==> src/rtl/priority_bcd_encoder.sv <==
// -----------------------------------------------------------------------------
// priority_bcd_encoder
//
// Registered priority encoder for the switch bank that drives the seven-segment
// displays. The switch bus and mode bit are brought into the clock domain with a
// two-flop synchroniser. A registered encoder finds the highest set switch
// (MODE_I = 0) or the lowest set switch (MODE_I = 1). When that result differs
// from the displayed one, a sequential double-dabble FSM converts the index to
// NUM_DIGITS BCD digits. The digits are then presented with a one-cycle strobe.
//
// Optional build macro:
//   LEADING_ZERO_BLANK_EN - blank (4'hF) every digit above the most significant
//                           nonzero digit. Digit 0 is never blanked.
//
// Ports:
//   CLOCK_50_I  in   1               system clock, rising edge
//   resetn      in   1               synchronous active-low reset
//   SWITCH_I    in   NUM_SWITCHES    asynchronous switch inputs
//   MODE_I      in   1               0 = MSB priority, 1 = LSB priority
//   HOLD_I      in   1               1 = do not start a new conversion
//   DIGITS_O    out  4*NUM_DIGITS    BCD digits, digit 0 in [3:0], 4'hF = blank
//   INDEX_O     out  INDEX_W         displayed binary index
//   ANY_O       out  1               displayed result had a switch set
//   BUSY_O      out  1               FSM in CONVERT or DONE
//   UPDATE_O    out  1               one-cycle pulse when outputs change
// -----------------------------------------------------------------------------
`timescale 1ns/1ps

module priority_bcd_encoder #(
    parameter int NUM_SWITCHES = 18,
    parameter int NUM_DIGITS   = 2,
    parameter int INDEX_W      = $clog2(NUM_SWITCHES)
) (
    input  logic                    CLOCK_50_I,
    input  logic                    resetn,
    input  logic [NUM_SWITCHES-1:0] SWITCH_I,
    input  logic                    MODE_I,
    input  logic                    HOLD_I,
    output logic [4*NUM_DIGITS-1:0] DIGITS_O,
    output logic [INDEX_W-1:0]      INDEX_O,
    output logic                    ANY_O,
    output logic                    BUSY_O,
    output logic                    UPDATE_O
);

    localparam int BCD_W = 4 * NUM_DIGITS;
    localparam int SR_W  = BCD_W + INDEX_W;
    localparam int CNT_W = $clog2(INDEX_W + 1);

    if (NUM_SWITCHES < 2 || NUM_SWITCHES > 64) begin : g_bad_switches
        $error("priority_bcd_encoder: NUM_SWITCHES must be in 2..64");
    end
    if (10 ** NUM_DIGITS < NUM_SWITCHES) begin : g_bad_digits
        $error("priority_bcd_encoder: NUM_DIGITS too small for NUM_SWITCHES");
    end

    typedef enum logic [1:0] {
        IDLE,
        CONVERT,
        DONE
    } state_t;

    state_t                  state;
    logic [NUM_SWITCHES-1:0] sw_meta, sw_sync;
    logic                    mode_meta, mode_sync;
    logic                    enc_any, enc_any_d;
    logic [INDEX_W-1:0]      enc_idx, enc_idx_d;
    logic                    lat_any;
    logic [INDEX_W-1:0]      lat_idx;
    logic [SR_W-1:0]         sr, sr_adj, sr_next;
    logic [CNT_W-1:0]        shift_cnt;
    logic [BCD_W-1:0]        bcd, digits_fmt;

    // Priority search: the last match in loop order wins, so the loop
    // direction selects highest-set (ascending) or lowest-set (descending).
    // NOTE: every always_comb output gets a default first so no latch is inferred.
    always_comb begin
        enc_any_d = |sw_sync;
        enc_idx_d = '0;
        if (mode_sync) begin
            for (int i = NUM_SWITCHES - 1; i >= 0; i--)
                if (sw_sync[i]) enc_idx_d = INDEX_W'(i);
        end else begin
            for (int i = 0; i < NUM_SWITCHES; i++)
                if (sw_sync[i]) enc_idx_d = INDEX_W'(i);
        end
    end

    // One double-dabble step: correct each BCD nibble, then shift the whole
    // register left by one. The BCD field sits above the binary field.
    // NOTE: combinational logic uses blocking '=' so later lines see earlier results.
    always_comb begin
        sr_adj = sr;
        for (int d = 0; d < NUM_DIGITS; d++)
            if (sr_adj[INDEX_W + 4*d +: 4] >= 4'd5)
                sr_adj[INDEX_W + 4*d +: 4] = sr_adj[INDEX_W + 4*d +: 4] + 4'd3;
        sr_next = sr_adj << 1;
    end

    assign bcd = sr[SR_W-1 -: BCD_W];

    // Display formatting. A result with no switch set shows all blanks.
    always_comb begin
        digits_fmt = bcd;
`ifdef LEADING_ZERO_BLANK_EN
        begin
            logic leading;
            leading = 1'b1;
            for (int d = NUM_DIGITS - 1; d > 0; d--) begin
                if (leading && bcd[4*d +: 4] == 4'd0)
                    digits_fmt[4*d +: 4] = 4'hF;
                else
                    leading = 1'b0;
            end
        end
`endif
        if (!lat_any)
            digits_fmt = '1;
    end

    // NOTE: every register, including the shift register, is reset so a reset
    // mid-conversion leaves no stale state behind.
    always_ff @(posedge CLOCK_50_I) begin
        if (!resetn) begin
            sw_meta   <= '0;
            sw_sync   <= '0;
            mode_meta <= 1'b0;
            mode_sync <= 1'b0;
            enc_any   <= 1'b0;
            enc_idx   <= '0;
            lat_any   <= 1'b0;
            lat_idx   <= '0;
            sr        <= '0;
            shift_cnt <= '0;
            state     <= IDLE;
            DIGITS_O  <= '1;
            INDEX_O   <= '0;
            ANY_O     <= 1'b0;
            BUSY_O    <= 1'b0;
            UPDATE_O  <= 1'b0;
        end else begin
            sw_meta   <= SWITCH_I;
            sw_sync   <= sw_meta;
            mode_meta <= MODE_I;
            mode_sync <= mode_meta;
            enc_any   <= enc_any_d;
            enc_idx   <= enc_idx_d;
            UPDATE_O  <= 1'b0;

            case (state)
                IDLE: begin
                    // Inputs that moved during a conversion are caught here,
                    // so the display always converges to the current switches.
                    if ({enc_any, enc_idx} != {ANY_O, INDEX_O} && !HOLD_I) begin
                        lat_any   <= enc_any;
                        lat_idx   <= enc_idx;
                        sr        <= {{BCD_W{1'b0}}, enc_idx};
                        shift_cnt <= '0;
                        BUSY_O    <= 1'b1;
                        state     <= CONVERT;
                    end
                end
                CONVERT: begin
                    sr        <= sr_next;
                    shift_cnt <= shift_cnt + 1'b1;
                    if (shift_cnt == CNT_W'(INDEX_W - 1))
                        state <= DONE;
                end
                DONE: begin
                    INDEX_O  <= lat_idx;
                    ANY_O    <= lat_any;
                    DIGITS_O <= digits_fmt;
                    UPDATE_O <= 1'b1;
                    BUSY_O   <= 1'b0;
                    state    <= IDLE;
                end
                default: state <= IDLE;
            endcase
        end
    end

endmodule
==> config.mk <==
export PLATFORM = sky130hd
export DESIGN_NAME = priority_bcd_encoder
export DESIGN_NICKNAME = d
export VERILOG_FILES = /design/src/rtl/priority_bcd_encoder.sv
export SDC_FILE = /design/constraint.sdc
export NUM_CORES = 1
export LEC_CHECK = 0
export ABC_AREA = 1
export CORE_AREA = 2 2 88 90
export CTS_CLUSTER_SIZE = 16
export DETAILED_ROUTE_END_ITERATION = 10
export DIE_AREA = 0 0 90 92
export PLACE_DENSITY_LB_ADDON = 0.1
export SLEW_MARGIN = 5
export SYNTH_ARGS = -nofsm -noshare
export SYNTH_HDL_FRONTEND = slang
export SYNTH_SLANG_ARGS = --single-unit
export TNS_END_PERCENT = 10
==> constraint.sdc <==
create_clock -name CLOCK_50_I -period 2.7 [get_ports CLOCK_50_I]
set_clock_uncertainty 0.2 [all_clocks]
set_input_delay 0.675 -clock CLOCK_50_I [delete_from_list [all_inputs] [get_ports CLOCK_50_I]]
set_output_delay 0.675 -clock CLOCK_50_I [all_outputs]
set_load 0.01 [all_outputs]
==> run_results.csv <==
group,metric,value,unit
synth,yosysWarnings,0,
placed_design,io_buffers,37,
routing,post-route-drc-count,0,
routing,viasPerCell,4.418,
clocking,clk_latency,0.35,ns
synth,synth_cells,436,
die,die_area,8280,um^2
run_status,status,"finished, final reports clean",
flow_run,drv_cap,0,
timing,tightest_slew,0.5084,ns
finish,fin_cells,584,
clocking,numCtsBuffers,9,
clocking,clk_pin_slew,0.08,ns
timing,hold_violations,0,
timing,grt_setup_unrepaired,"false",
die,num_io_pins,38,
global_routing,grt_pass1_wl,10310,um
finish,fin_nets,505,
pwr,p_leak,0.001964,uW
timing,relSlewSlack,0.6611,
routing,drt-total-wl,5955,um
routing,first_pass_iters,4,
placed_design,gp_congestion,0.7879,
timing,timing.final.crit_period,2.185,ns
synth,synth_seq_area_share,0.5081,
routing,drt_iter0_drc,51,
clocking,cts.sink_count,84,
routing,post_drt_wl_per_cell,10.20,um
global_routing,grt-ovfl-total,0,
synth,synth_cell_type_count,26,
critical_path,crit_family,"buffers and inverters",
pwr,powerDensity,636.8,nW/um^2
die,rows,32,
global_routing,antenna_found_initial,0,
clocking,cts_hold_buffers,0,
critical_path,critical_path.cell_chain,"clkdlybuf4s50_1",
critical_path,worst_ep_arrival_time,1.31,ns
critical_path,critPathKind,"reg2out",
critical_path,start_kind,"flop",
finish,fillCellCount,738,
die,dieHeight,92,um
clocking,h-tree-depth,3,
min_path,hold_path_class,"reg2reg",
die,core_area,7447,um^2
pwr,fin_total_pwr,2549,uW
synth,syn_nets,464,
timing,setup_viol,0,
clocking,cts_root_buf,"clkbuf_8",
routing,postRouteAntennaNets,0,
timing,drv_slew,0,
critical_path,max_stage_delay,0.56,ns
timing,fmax,457.7,MHz
synth,synth-seq-cells,84,
timing,whs,0.2131,ns
clocking,cts_resized,0,
finish,multiInputGateArea,1261,um^2
placed_design,hpwlAfterDp,4183,um
global_routing,gr-usage-all-layers,0.1555,
clocking,postCtsSetupBuffers,0,
finish,drive_above_1_share,0.09751,
finish,syn_to_final_growth,20.95,%
placed_design,dp.cells,568,
synth,syn_avg_cell_area,7.590,um^2
critical_path,slowest_stage,"clkdlybuf4s50_1",
global_routing,first_global_vias,2422,
global_routing,grt_max_degree,55,
timing,fin_crit_sh,0.8091,
clocking,clockBufferDepth,2,
critical_path,path_buf_inv,1,
die,die_w,90,um
clocking,cts_tree,"done",
critical_path,critical_path_peak_fanout,3,
critical_path,worst_ep_required_time,1.82,ns
finish,register_area,1682,um^2
die,initial_core_util,0.4444,
critical_path,cp-end-kind,"output port",
timing,fin_setup_tns,0,ns
finish,num_antenna_cells,0,
pwr,peakVddDrop,312.5,uV
synth,syn-cell-area,3309,um^2
routing,vias,2580,
[through the flow]
stage | cell area, um^2 | utilization | setup WS (ns)
2_1_floorplan | 3309 | - | 0.9578
3_3_place_gp | 3777 | 0.5072 | 0.5863
5_1_grt | 4003 | 0.5375 | 0.4797
6_report | 4003 | 0.5375 | 0.5154
4_1_cts | 4003 | 0.5375 | 0.4994
3_5_place_dp | 3777 | 0.5072 | 0.5531
[layout by cell type (no fill, tap or decap), types with 3 or more instances in the layout]
cell type	synthesis	routed
nand2_1	116	116
dfxtp_1	84	84
inv_1	77	77
nor2_1	47	47
clkdlybuf4s50_1	0	36
o21ai_0	24	24
a21oi_1	22	22
nand2_2	10	10
a21oi_2	10	10
clkbuf_8	0	10
ha_1	6	6
xor2_1	5	5
a31oi_1	5	5
buf_4	0	5
nor3_1	4	4
nand3_1	3	3
[synth_stat cells, drive strengths merged]
| library cell | n | area share |
|---|---|---|
| dfxtp | 84 | 0.51 |
| a41o | 1 | 0.0030 |
| xor2 | 5 | 0.013 |
| o31ai | 1 | 0.0023 |
| buf | 2 | 0.0076 |
| nor2 | 47 | 0.053 |
| a21oi | 32 | 0.060 |
| clkbuf | 10 | 0.011 |
| o21ai | 24 | 0.036 |
| clkinv | 1 | 0.0015 |
| nor3 | 4 | 0.0060 |
| nand3 | 3 | 0.0045 |
| inv | 79 | 0.090 |
| a31oi | 5 | 0.0095 |
| nor4 | 1 | 0.0019 |
| xnor2 | 2 | 0.0053 |
| o221a | 1 | 0.0034 |
| ha | 6 | 0.023 |
| nand2 | 128 | 0.16 |
[where the power goes]
part	leakage, uW	switching [uW]	internal [uW]
Clock	0.000106	447	550
Sequential	0.000688	26.8	1290
Combinational	0.00117	141	95.5
Total	0.00196	615	1930
[worst paths after layout]
check | depth (start not counted) | slack [ns] | to | startpoint
worst max-delay path | 1 | 0.52 | INDEX_O[1] | INDEX_O[1]
worst min register to register | 2 | 0.21 | sw_sync[11] | sw_meta[11]
worst min-delay path | 2 | 0.21 | sw_sync[11] | sw_meta[11]
worst max register to register | 9 | 0.96 | sr[2] | enc_any
[state kept, by name, indices dropped and copies added (netlist names)]
register   cells
sw_meta       18
sw_sync       18
sr            13
DIGITS_O       8
INDEX_O        5
enc_idx        5
lat_idx        5
shift_cnt      3
state          2
ANY_O          1
BUSY_O         1
UPDATE_O       1
enc_any        1
lat_any        1
mode_meta      1
mode_sync      1
[cell families (layout without fill, tap and decap cells)]
kind of cell | count (synthesis) | after routing | synth area share
AO/OA/AOI/OAI | 64 | 64 | 0.1142
XOR/XNOR | 7 | 7 | 0.01853
adder cells (fa/ha/maj) | 6 | 6 | 0.02268
buffers and inverters | 92 | 138 | 0.1108
flip-flops | 84 | 84 | 0.5081
AND/OR/NAND/NOR | 183 | 183 | 0.2257
[per-layer routing]
| layer | up-vias | wire [um] | global-route usage |
|---|---|---|---|
| li1 | 1395 | - | - |
| met1 | 1145 | 2897 | 0.1921 |
| met2 | 31 | 2785 | 0.2625 |
| met3 | 9 | 159 | 0.02712 |
| met4 | 0 | 113 | 0.07692 |
| met5 | - | 0 | 0 |
[final cells by class]
type                            instances  share of cell area
Clock buffer                           11             0.03532
Multi-Input combinational cell        260              0.3151
Inverter                               80             0.07596
Timing Repair Buffer                   42              0.1007
Tap cell                              102             0.03188
Clock inverter                          5             0.02094
Sequential cell                        84              0.4201
(Power assumes the default switching activity.)
